<file path="config.mk">
export PLATFORM = sky130hd
export DESIGN_NAME = dp_mem_port_arbiter
export DESIGN_NICKNAME = d
export VERILOG_FILES = /design/src/rtl/dp_mem_port_arbiter.sv
export SDC_FILE = /design/constraint.sdc
export NUM_CORES = 1
export LEC_CHECK = 0
export ABC_AREA = 1
export CORE_ASPECT_RATIO = 2
export CORE_MARGIN = 10
export CORE_UTILIZATION = 35
export CTS_CLUSTER_DIAMETER = 100
export CTS_CLUSTER_SIZE = 12
export DETAILED_ROUTE_END_ITERATION = 10
export GPL_ROUTABILITY_DRIVEN = 0
export HOLD_SLACK_MARGIN = 0.06
export PLACE_DENSITY = 0.91
export SETUP_SLACK_MARGIN = 0.5
export SLEW_MARGIN = 20
export SYNTH_ARGS = -nofsm -noshare
export SYNTH_HDL_FRONTEND = slang
export SYNTH_SLANG_ARGS = --single-unit
</file>
<file path="constraint.sdc">
create_clock -name clk -period 1.85 [get_ports clk]
set_input_delay 0.37 -clock clk [delete_from_list [all_inputs] [get_ports clk]]
set_output_delay 0.37 -clock clk [all_outputs]
set_load 0.01 [all_outputs]
</file>
<file path="src/rtl/dp_mem_port_arbiter.sv">
// dp_mem_port_arbiter: round-robin, burst-limited sharing of one single-port RAM between ports A and B.
// Define DP_ARB_STATS_EN to add saturating grant/conflict counters.
module dp_mem_port_arbiter #(
  parameter int ADDR_W    = 8,
  parameter int DATA_W    = 32,
  parameter int MAX_BURST = 4,
  parameter int RD_LAT    = 1
) (
  input  logic              clk,
  input  logic              rstn,
  input  logic              valid_a,
  input  logic              valid_b,
  output logic              ready_a,
  output logic              ready_b,
  input  logic              op_a,
  input  logic              op_b,
  input  logic [ADDR_W-1:0] addr_a,
  input  logic [ADDR_W-1:0] addr_b,
  input  logic [DATA_W-1:0] wr_data_a,
  input  logic [DATA_W-1:0] wr_data_b,
  output logic [DATA_W-1:0] rd_data_a,
  output logic [DATA_W-1:0] rd_data_b,
  output logic              rd_valid_a,
  output logic              rd_valid_b,
  output logic              mem_en,
  output logic              mem_we,
  output logic [ADDR_W-1:0] mem_addr,
  output logic [DATA_W-1:0] mem_wdata,
  input  logic [DATA_W-1:0] mem_rdata
`ifdef DP_ARB_STATS_EN
  ,
  output logic [15:0]       grant_cnt_a,
  output logic [15:0]       grant_cnt_b,
  output logic [15:0]       conflict_cnt
`endif
);
  localparam int CW = $clog2(MAX_BURST + 1);
  typedef enum logic [1:0] {IDLE, OWN_A, OWN_B} state_t;
  state_t            state;
  logic [CW-1:0]     burst_cnt;
  logic              rr_last;
  logic [RD_LAT-1:0] tag_v;
  logic [RD_LAT-1:0] tag_b;
  logic              below;
  logic              gnt_a;
  logic              gnt_b;
  logic              gnt;
  logic              stay;
  assign below = burst_cnt < CW'(MAX_BURST);
  // The current owner keeps the grant against contention only while below the burst limit.
  assign gnt_a = rstn && valid_a && (state == IDLE  ? (!valid_b || rr_last)
                                   : state == OWN_A ? (!valid_b || below) : (!valid_b || !below));
  assign gnt_b = rstn && valid_b && (state == IDLE  ? (!valid_a || !rr_last)
                                   : state == OWN_B ? (!valid_a || below) : (!valid_a || !below));
  assign gnt       = gnt_a || gnt_b;
  assign stay      = (gnt_a && state == OWN_A) || (gnt_b && state == OWN_B);
  assign ready_a   = gnt_a;
  assign ready_b   = gnt_b;
  assign mem_en    = gnt;
  assign mem_we    = gnt_a ? op_a : gnt_b ? op_b : 1'b0;
  assign mem_addr  = gnt_a ? addr_a : gnt_b ? addr_b : '0;
  assign mem_wdata = gnt_a ? wr_data_a : gnt_b ? wr_data_b : '0;
  always_ff @(posedge clk) begin
    if (!rstn) begin
      state      <= IDLE;
      burst_cnt  <= '0;
      rr_last    <= 1'b1;
      tag_v      <= '0;
      tag_b      <= '0;
      rd_valid_a <= 1'b0;
      rd_valid_b <= 1'b0;
      rd_data_a  <= '0;
      rd_data_b  <= '0;
    end else begin
      state     <= gnt_a ? OWN_A : gnt_b ? OWN_B : IDLE;
      burst_cnt <= !gnt ? '0 : !stay ? CW'(1) : below ? burst_cnt + 1'b1 : burst_cnt;
      if (gnt) rr_last <= gnt_b;
      // Each read drops a port tag into a delay line matching the RAM latency.
      tag_v[0] <= gnt && !mem_we;
      tag_b[0] <= gnt_b;
      for (int i = 1; i < RD_LAT; i++) begin
        tag_v[i] <= tag_v[i-1];
        tag_b[i] <= tag_b[i-1];
      end
      rd_valid_a <= tag_v[RD_LAT-1] && !tag_b[RD_LAT-1];
      rd_valid_b <= tag_v[RD_LAT-1] && tag_b[RD_LAT-1];
      if (tag_v[RD_LAT-1] && !tag_b[RD_LAT-1]) rd_data_a <= mem_rdata;
      if (tag_v[RD_LAT-1] && tag_b[RD_LAT-1]) rd_data_b <= mem_rdata;
    end
  end
`ifdef DP_ARB_STATS_EN
  always_ff @(posedge clk) begin
    if (!rstn) begin
      grant_cnt_a  <= '0;
      grant_cnt_b  <= '0;
      conflict_cnt <= '0;
    end else begin
      if (gnt_a && ~&grant_cnt_a) grant_cnt_a <= grant_cnt_a + 16'd1;
      if (gnt_b && ~&grant_cnt_b) grant_cnt_b <= grant_cnt_b + 16'd1;
      if (valid_a && valid_b && ~&conflict_cnt) conflict_cnt <= conflict_cnt + 16'd1;
    end
  end
`endif
endmodule

</file>
Yosys cells after proc, flatten, opt, wreduce, memory -nomap -nowiden
Cells that the tools add are included.

word-level totals
  flip-flop bits (word level) = 74
  bits of input ports = 118
  output and inout port bits = 110

cells by class
  add/sub/neg operators = 1
  magnitude comparators = 1
  equality and inequality tests = 3
  multiplexer cells = 14
  bitwise gates (word level) = 1
  reduce and logical (&&, ||, !) cells = 27

operator list
  operator                                            count
  2-to-1 mux 32 bit                                   2
  2-to-1 mux 8 bit                                    2
  logical AND 1 bit                                   9
  2-to-1 mux 1 bit                                    9
  logical OR 1 bit                                    8
  zero test 1 bit                                     6
  adder 3 x 1 -> 3 bit (second input constant)        1
  less-than comparator 3 bit (second input constant)  1
  AND reduction 3 bit                                 1
  == test 2 x 1 -> 1 bit (second input constant)      1
  == test 2 bit (second input constant)               1
  zero test 2 bit                                     1
  2-to-1 mux 2 bit                                    1
  inequality test 2 bit (second input constant)       1
  AND reduction 2 bit                                 1
  OR reduction 2 bit                                  1
  NOT 1 bit                                           1

Depth between registers and ports, before layout
  word-level depth = 10
  gate-level depth with buffers = 10

Least setup slack after synthesis
OpenSTA, ideal clock, no wires.

  path kind = register to output
  start = reg burst_cnt[2]
  end = out mem_addr[0]
  arrival = 1.265 ns
  required time = 1.480 ns
  path slack = 0.215 ns
  stages on the path, launching flop included = 10
  path buffers = 2
  cells stage by stage = dfxtp_1 > buf_2 > nand2_1 > nand3_2 > a21oi_2 > nand2_1 > inv_2 > buf_6 > nand2_1 > nand2_1

between the ends
  longest elaborated chain between the ends = 8

ends and longest elaborated chain
  what                               RTL line  source
  from (decl)                        40        logic [CW-1:0] burst_cnt;
  from (signal assigned)             76        burst_cnt <= !gnt ? '0 : !stay ? CW'(1) : below ? burst_cnt + 1'b1 : burst_cnt;
  less-than comparator 3 bit (*)     49        assign below = burst_cnt < CW'(MAX_BURST);
  zero test 1 bit                    54        : state == OWN_B ? (!valid_a || below) : (!valid_a || !below));
  logical OR 1 bit                   54
  2-to-1 mux 1 bit (*)               54
  2-to-1 mux 1 bit (*)               53        assign gnt_b = rstn && valid_b && (state == IDLE ? (!valid_a || !rr_last)
  logical AND 1 bit (*)              53
  via ready_b                        14        output logic ready_b,
  2-to-1 mux 8 bit (*) (2 in a row)  61        assign mem_addr = gnt_a ? addr_a : gnt_b ? addr_b : '0;
  to (decl)                          27        output logic [ADDR_W-1:0] mem_addr,

Mark *: on every way through the listed nets, which the timed path passes. The rest lies on a longest branch.

Worst setup path after layout
  start = reg state[1]
  end = out mem_addr[0]

between the ends
  longest elaborated chain between the ends = 6

ends and longest elaborated chain
  what                    RTL line  source
  from (decl)             39        state_t state;
  from (signal assigned)  75        state <= gnt_a ? OWN_A : gnt_b ? OWN_B : IDLE;
  == test 2 bit           54
  2-to-1 mux 1 bit        54
  2-to-1 mux 1 bit        53
  logical AND 1 bit       53
  2-to-1 mux 8 bit        61
  2-to-1 mux 8 bit (*)    61

Mark *: on every way between the ends. The rest lies on a longest branch, timed or not.

==> flow_summary.json <==
{
  "die_y_um": 153.7,
  "power.switching_mw": 1.310,
  "p_leak_nw": 3.187,
  "holdPathStages": 2,
  "initial_utilization": 0.3593,
  "tns_ps": -15360,
  "numCtsBuffers": 9,
  "synth_top_area_frac": 0.4734,
  "portBuffers": 227,
  "io_pins": 228,
  "relSlewSlack": 0.5951,
  "grt_util_met2": 0.3739,
  "yosys-top-cells-area": "dfxtp_1 (47%), nor2_1 (17%), nand2_1 (16%), o21ai_0 (9.9%), clkbuf_1 (2.3%)",
  "track_usage": 0.2318,
  "final.setup_skew_ps": 3.538,
  "wire_per_inst_um": 20.79,
  "reg2regPathDepth": 12,
  "ant_nets": 0,
  "synth_edf_count": 0,
  "cts_tree": "built",
  "cts.sinks": 74,
  "internal-power_mw": 3.321,
  "use_met3": 0.1026,
  "cp.arrival_ps": 1930,
  "vias_per_cell": 5.217,
  "worst_slack_ps": -454.6,
  "via_count": 4346,
  "p_clk_frac": 0.339,
  "rsz0062_at_grt": "true",
  "syn_avg_cell_area_um2": 6.672,
  "crit_fanout": 5,
  "power_frac_comb": 0.280,
  "synthArstFlopShare": 0,
  "max_cap_viol_count": 0,
  "synth.yosys.seq_area_share": 0.4734,
  "hold_path.class": "register to register",
  "drc": 0,
  "power_mw": 4.631,
  "max-vdd-ir-drop_v": 0.0004011,
  "grt_first_pass_wirelength_um": 24450,
  "p_seq_frac": 0.381,
  "nets": 847,
  "timing.rr.start": "burst_cnt[2]",
  "drive_gt1_frac": 0.2810,
  "antenna_found_initial": 0,
  "fill_cells": 575,
  "cp.required_ps": 1480,
  "cts_root_buffer": "clkbuf_16",
  "synth_ff_type": "dfxtp_1",
  "synth_nets": 588,
  "chipWidth_um": 86.86,
  "cp-startpoint": "state[1]",
  "critPathLaunchType": "register",
  "dr.pass1.iters": 4,
  "dp_hpwl_um": 10970,
  "end_kind": "primary output",
  "grt_pass1_vias": 4534,
  "seq_area_um2": 1490,
  "synth-seq-cells": 74,
  "syn_area_um2": 3129,
  "ys.warnings.count": 0,
  "routed_wl_um": 17320,
  "overflow": 0,
  "use_met1": 0.2467,
  "grt_max_degree": 67,
  "finalMaxSlewViolations": 0,
  "cts.clk_slew.worst_paths_ps": 60,
  "fin_crit_ps": 2305,
  "num_rows": 48,
  "final_hold_viol_count": 0,
  "area_delta_synth_final_pct": 111.7,
  "setup_viol": 44,
  "grt-busiest-layer": "met2",
  "period_share": 1.246,
  "p_per_area_nw_per_um2": 699.1,
  "num_antenna_cells": 0,
  "clock_path_buffers": 2,
  "core_area_um2": 8708,
  "tightest_slew_ps": 606.5,
  "reg2reg_slack_ps": 180,
  "die_area_um2": 13350,
  "outcome": "complete, but fails checks",
  "swShare": 0.2829,
  "post-synth-top-area-cell": "dfxtp_1",
  "yosysUniqueCellTypes": 19,
  "yosysMostFrequentCell": "nor2_1",
  "multi_input_area_um2": 1836,
  "synth_cells": 469,
  "critical_path_class": "register to primary output",
  "violations": "negative setup slack",
  "clk_latency_ps": 330,
  "htree_levels": 3,
  "drtIter0Drc": 318,
  "hp-start": "rd_data_b[19]",
  "timing.fmax_mhz": 433.9,
  "synth_common_cells": "nor2_1 (138), nand2_1 (134), dfxtp_1 (74), o21ai_0 (62), clkbuf_1 (19)"
}
==> power groups by stage <==
stage	Clock [mW]	Sequential, mW	Combinational, mW
floorplan	0	1.84	0.359
global placement	0	1.79	1.11
detailed placement	0	1.80	1.13
CTS	1.60	1.76	1.19
global route	1.69	1.78	1.39
finish	1.57	1.76	1.30
==> repair_timing <==
item,in CTS,in global routing
buffers inserted,15,8
cloned,4,0
pin swaps,6,10
gates resized for setup,344,71
hold buffers,0,0
setup endpoints to repair,113,70
==> cell type report <==
class	instances	share of cell area
Timing Repair Buffer	276	0.4271
Sequential cell	74	0.2250
Tap cell	100	0.01889
Clock inverter	5	0.004533
Multi-Input combinational cell	352	0.2771
Clock buffer	11	0.03665
Inverter	15	0.01077
==> per-layer routing <==
metal  up-vias  wire length (µm)  share of wire
met3        62              1870           0.11
met5         -                 0              0
met2       291              8464           0.49
met4         0               783          0.045
met1      2018              6198           0.36
li1       1975                 -              -
==> path summary, 6_finish.rpt <==
kind,endpoint
worst min-delay path,rd_data_b[19]
worst max-delay path,mem_addr[0]
worst min register to register,rd_data_b[19]
worst max register to register,tag_v
==> state kept, by name, indices dropped and copies added (netlist names) <==
signal      count
rd_data_a      32
rd_data_b      32
burst_cnt       3
state           2
rd_valid_a      1
rd_valid_b      1
rr_last         1
tag_b           1
tag_v           1
==> stage by stage <==
step | cell area, µm² | setup slack [ps] | util | hold slack (ps) | std cells
after detailed placement | 5715 | -777.2 | 0.6563 | 472.9 | 790
after CTS | 6345 | -343.7 | 0.7286 | 470.5 | 825
after global placement | 5715 | -745.6 | 0.6563 | 463.7 | 790
after floorplan | 3281 | 285.1 | - | 471.0 | 469
final | 6624 | -454.6 | 0.7606 | 475.5 | 833
after global routing | 6624 | -497.3 | 0.7606 | 505.7 | 833
==> critical path, stage by stage (launching register included) <==
cell and delay [ps]:
dfxtp_4 410, inv_4 70, nand2_4 70, nand3_4 100, a21oi_4 180, nand2_2 90, inv_4 80, buf_6 120
buf_8 110, buf_6 100, nand2_2 50, nand2_2 90, buf_6 110
==> logic make-up (layout without fill, tap and decap cells) <==
group	count (synthesis)	after routing	share of synthesized area
buf+inv	43	307	0.06317
flops	74	74	0.4734
mux	1	1	0.003199
simple gates	280	280	0.3411
fa+ha+maj	1	1	0.003998
xor+xnor	1	1	0.002799
compound gates	69	69	0.1124
==> placed cells by master (no fill, tap or decap), types with 2 or more instances in the layout <==
| cell type | count |
|---|---|
| a21oi_1 | 2 |
| nand3_2 | 2 |
| o21ai_0 | 62 |
| clkinv_2 | 3 |
| clkdlybuf4s15_1 | 22 |
| inv_4 | 3 |
| clkdlybuf4s50_1 | 114 |
| buf_16 | 4 |
| nor2_1 | 135 |
| nand2_2 | 51 |
| clkbuf_16 | 9 |
| o21ai_1 | 2 |
| nand3_4 | 2 |
| inv_2 | 2 |
| buf_4 | 21 |
| nor2_2 | 2 |
| buf_6 | 64 |
| dfxtp_1 | 71 |
| nand3_1 | 3 |
| dlygate4sd2_1 | 45 |
| clkinvlp_4 | 2 |
| buf_12 | 3 |
| inv_1 | 9 |
| nand2_4 | 26 |
| nand2_1 | 58 |
| dfxtp_4 | 2 |
No activity file was read; power rests on OpenSTA's default activity.
==> patch: new RTL, same settings <==
`MAX_BURST`: 4 -> 8.
--- a/src/rtl/dp_mem_port_arbiter.sv
+++ b/src/rtl/dp_mem_port_arbiter.sv
@@ -3,7 +3,7 @@
 module dp_mem_port_arbiter #(
   parameter int ADDR_W    = 8,
   parameter int DATA_W    = 32,
-  parameter int MAX_BURST = 4,
+  parameter int MAX_BURST = 8,
   parameter int RD_LAT    = 1
 ) (
   input  logic              clk,
Behaviour: not the same (a bounded check fails within 10 cycles, from zero or initial values and one cycle with rstn low).
==> patch against the original RTL <==
- the flow still finishes with violations (negative setup slack)
- wire length is 7.8% lower
- worst hold slack got worse by 0.13 ns
- first-iteration DRC count shrank 39%
- non-clock buffer count shrank 11
- count of clock-buffer cells in the layout rose by 1
- setup slack improved by 0.11 ns
- global-route usage down 1.4 points
- via count down 4.1%
- cell area fell by 0.45%
- area after synthesis increased by 1.5%
- sequential cell count rose by 1
- power increased by 3.3%
- critical endpoint is now mem_wdata[2]
- largest power group unchanged
- highest routed layer unchanged
==> patch: results (changes against the original RTL) <==
| Metric | Value |
|---|---|
| Vias in the first global route | `4461 (was 4534)` |
| Failing checks | `negative setup slack (unchanged)` |
| Status | `finished, violations left (unchanged)` |
| Critical Path Max Stage Delay | `0.37 ns (was 0.41 ns)` |
| Clock skew | `0.003666 ns (was 0.003538 ns)` |
| Iter 0 DRT Violations | `194 (was 318)` |
| Antenna Cells | `0 (unchanged)` |
| Largest cells by area after synthesis | `dfxtp_1, nor2_1, nand2_1, o21ai_0, clkbuf_1 (unchanged)` |
| Period minus WS final | `2.198 ns (was 2.305 ns)` |
| # rows | `49 (was 48)` |
| Initial DRT Pass Iterations | `7 (was 4)` |
| Post-route ant nets | `0 (unchanged)` |
| Worst-Margin Slew | `0.5321 ns (was 0.6065 ns)` |
| Largest regs | `rd_data_a x32, rd_data_b x32, burst_cnt x4 (was rd_data_a x32, rd_data_b x32, burst_cnt x3)` |
| Via/cell ratio | `5.037 (was 5.217)` |
| Ys async rst share | `0 (unchanged)` |
| IO Port Bufs | `227 (unchanged)` |
| Met2 usage in global routing | `0.3900 (was 0.3739)` |
| Setup ws final | `-0.3481 ns (was -0.4546 ns)` |
| Dpl hpwl | `10710 um (was 10970 um)` |
| Gr usage total | `0.2175 (was 0.2318)` |
| Clock root cell | `clkbuf_16 (unchanged)` |
| Worst Path Max Fanout | `6 (was 5)` |
| Syn nets | `593 (was 588)` |
| Count of different cell masters after synthesis | `21 (was 19)` |
| Placed Area | `0.005781 mm2 (was 0.005715 mm2)` |
| Leak | `3.164 nW (was 3.187 nW)` |
| CTS Buf Count | `9 (unchanged)` |
| Largest net degree at the start of global routing | `66 (was 67)` |
| GR met3 Demand/Resource | `0.08364 (was 0.1026)` |
| Synth top cells by count | `nor2_1, nand2_1, dfxtp_1 (unchanged)` |
| Initial antenna violation count | `0 (unchanged)` |
| Wire per inst | `19.30 um (was 20.79 um)` |
| H-Tree Depth | `3 (unchanged)` |
| First-pass GRT wire length | `23250 um (was 24450 um)` |
| Post-synthesis sequential area ratio | `0.4726 (was 0.4734)` |
| Arrival time at the worst endpoint | `1.83 ns (was 1.93 ns)` |
| Later-pin clock latency in the skew report | `about 0.32 ns` |
| Clock transition at path regs | `0.06 ns (about the same)` |
| Share of cells above drive strength 1 | `0.2717 (was 0.2810)` |
| Hold WC Path Type | `input port to flip-flop (was flip-flop to flip-flop)` |
| GR Util met1 | `0.1910 (was 0.2467)` |
| Peak VDD IR | `0.5102 mV (was 0.4011 mV)` |
| Final nets | `841 (was 847)` |
| Crit-path slowest cell | `dfxtp_4 (unchanged)` |
| Ys Warns | `0 (unchanged)` |
| Fillers | `588 (was 575)` |
| Primary FF master, synth | `dfxtp_1 (unchanged)` |
| Setup violations, final | `44 (unchanged)` |
| Post-Place Worst Slack | `-0.7731 ns (was -0.7772 ns)` |
| Longest Clk Path Bufs | `2 (unchanged)` |
-- patch: area by class of cell --
cell class / count / area (um2) / share of cell area
Multi-Input combinational cell: 355 / 1839 / 0.2789
Inverter: 16 / 72.57 / 0.01101
Sequential cell: 75 / 1510 / 0.2290
Clock inverter: 2 / 35.03 / 0.005313
Clock buffer: 12 / 257.7 / 0.03909
Tap cell: 102 / 127.6 / 0.01935
Timing Repair Buffer: 265 / 2751 / 0.4173
-- patch: power by group --
| part | switching, W | internal (W) | total [W] |
|---|---|---|---|
| clock | 0.000621 | 0.00111 | 0.00173 |
| combinational | 0.000596 | 0.000670 | 0.00127 |
| sequential | 0.0000613 | 0.00173 | 0.00179 |
-- patch: layer usage --
layer	share of wire	up-vias
met1	0.32	1916
li1	-	1964
met3	0.092	51
met4	0.055	0
met5	0	-
met2	0.54	235
-- patch: per-stage QoR --
stage / cells / hold WS, ns / setup TNS [ns]
2_1_floorplan: 474 / 0.4712 / 0
3_3_place_gp: 797 / 0.4632 / -30.57
5_1_grt: 827 / 0.3374 / -14.91
3_5_place_dp: 797 / 0.4715 / -32.59
4_1_cts: 825 / 0.2736 / -8.112
6_report: 827 / 0.3449 / -11.72
-- patch: worst max-delay path, delay by kind of cell, from the launching register on --
family	cells	cell delay, ns
AO/OA/AOI/OAI	1	0.16
AND/OR/NAND/NOR	5	0.37
buffers and inverters	5	0.59
flip-flops	1	0.37
-- patch: path summary, 6_finish.rpt --
check                             from                        end  slack, ns  cells past startpoint
max                state[1]$_SDFF_PP0_               mem_wdata[2]      -0.35                     11
min                               rstn       rr_last$_SDFFE_PN1P_       0.34                      2
max reg2reg        state[1]$_SDFF_PP0_           tag_v$_SDFF_PN0_       0.15                     12
min reg2reg  rd_data_b[1]$_SDFFE_PN0P_  rd_data_b[1]$_SDFFE_PN0P_       0.48                      2
-- patch: repair_timing --
action | in CTS | in global routing
setup endpoints to repair | 115 | 96
setup buffers | 9 | 2
gates cloned | 5 | 0
pin swaps | 9 | 10
resized for setup | 351 | 47
-- patch: kinds of logic (layout without fill, tap and decap cells) --
| kind of cell | count (synthesis) | in the layout | synth area share |
|---|---|---|---|
| AO/OA/AOI/OAI | 70 | 70 | 0.1126 |
| XOR/XNOR | 2 | 2 | 0.005515 |
| adder cells (fa/ha/maj) | 1 | 1 | 0.003938 |
| buffers and inverters | 44 | 295 | 0.06420 |
| flip-flops | 75 | 75 | 0.4726 |
| multiplexers | 1 | 1 | 0.003151 |
| AND/OR/NAND/NOR | 281 | 281 | 0.3379 |
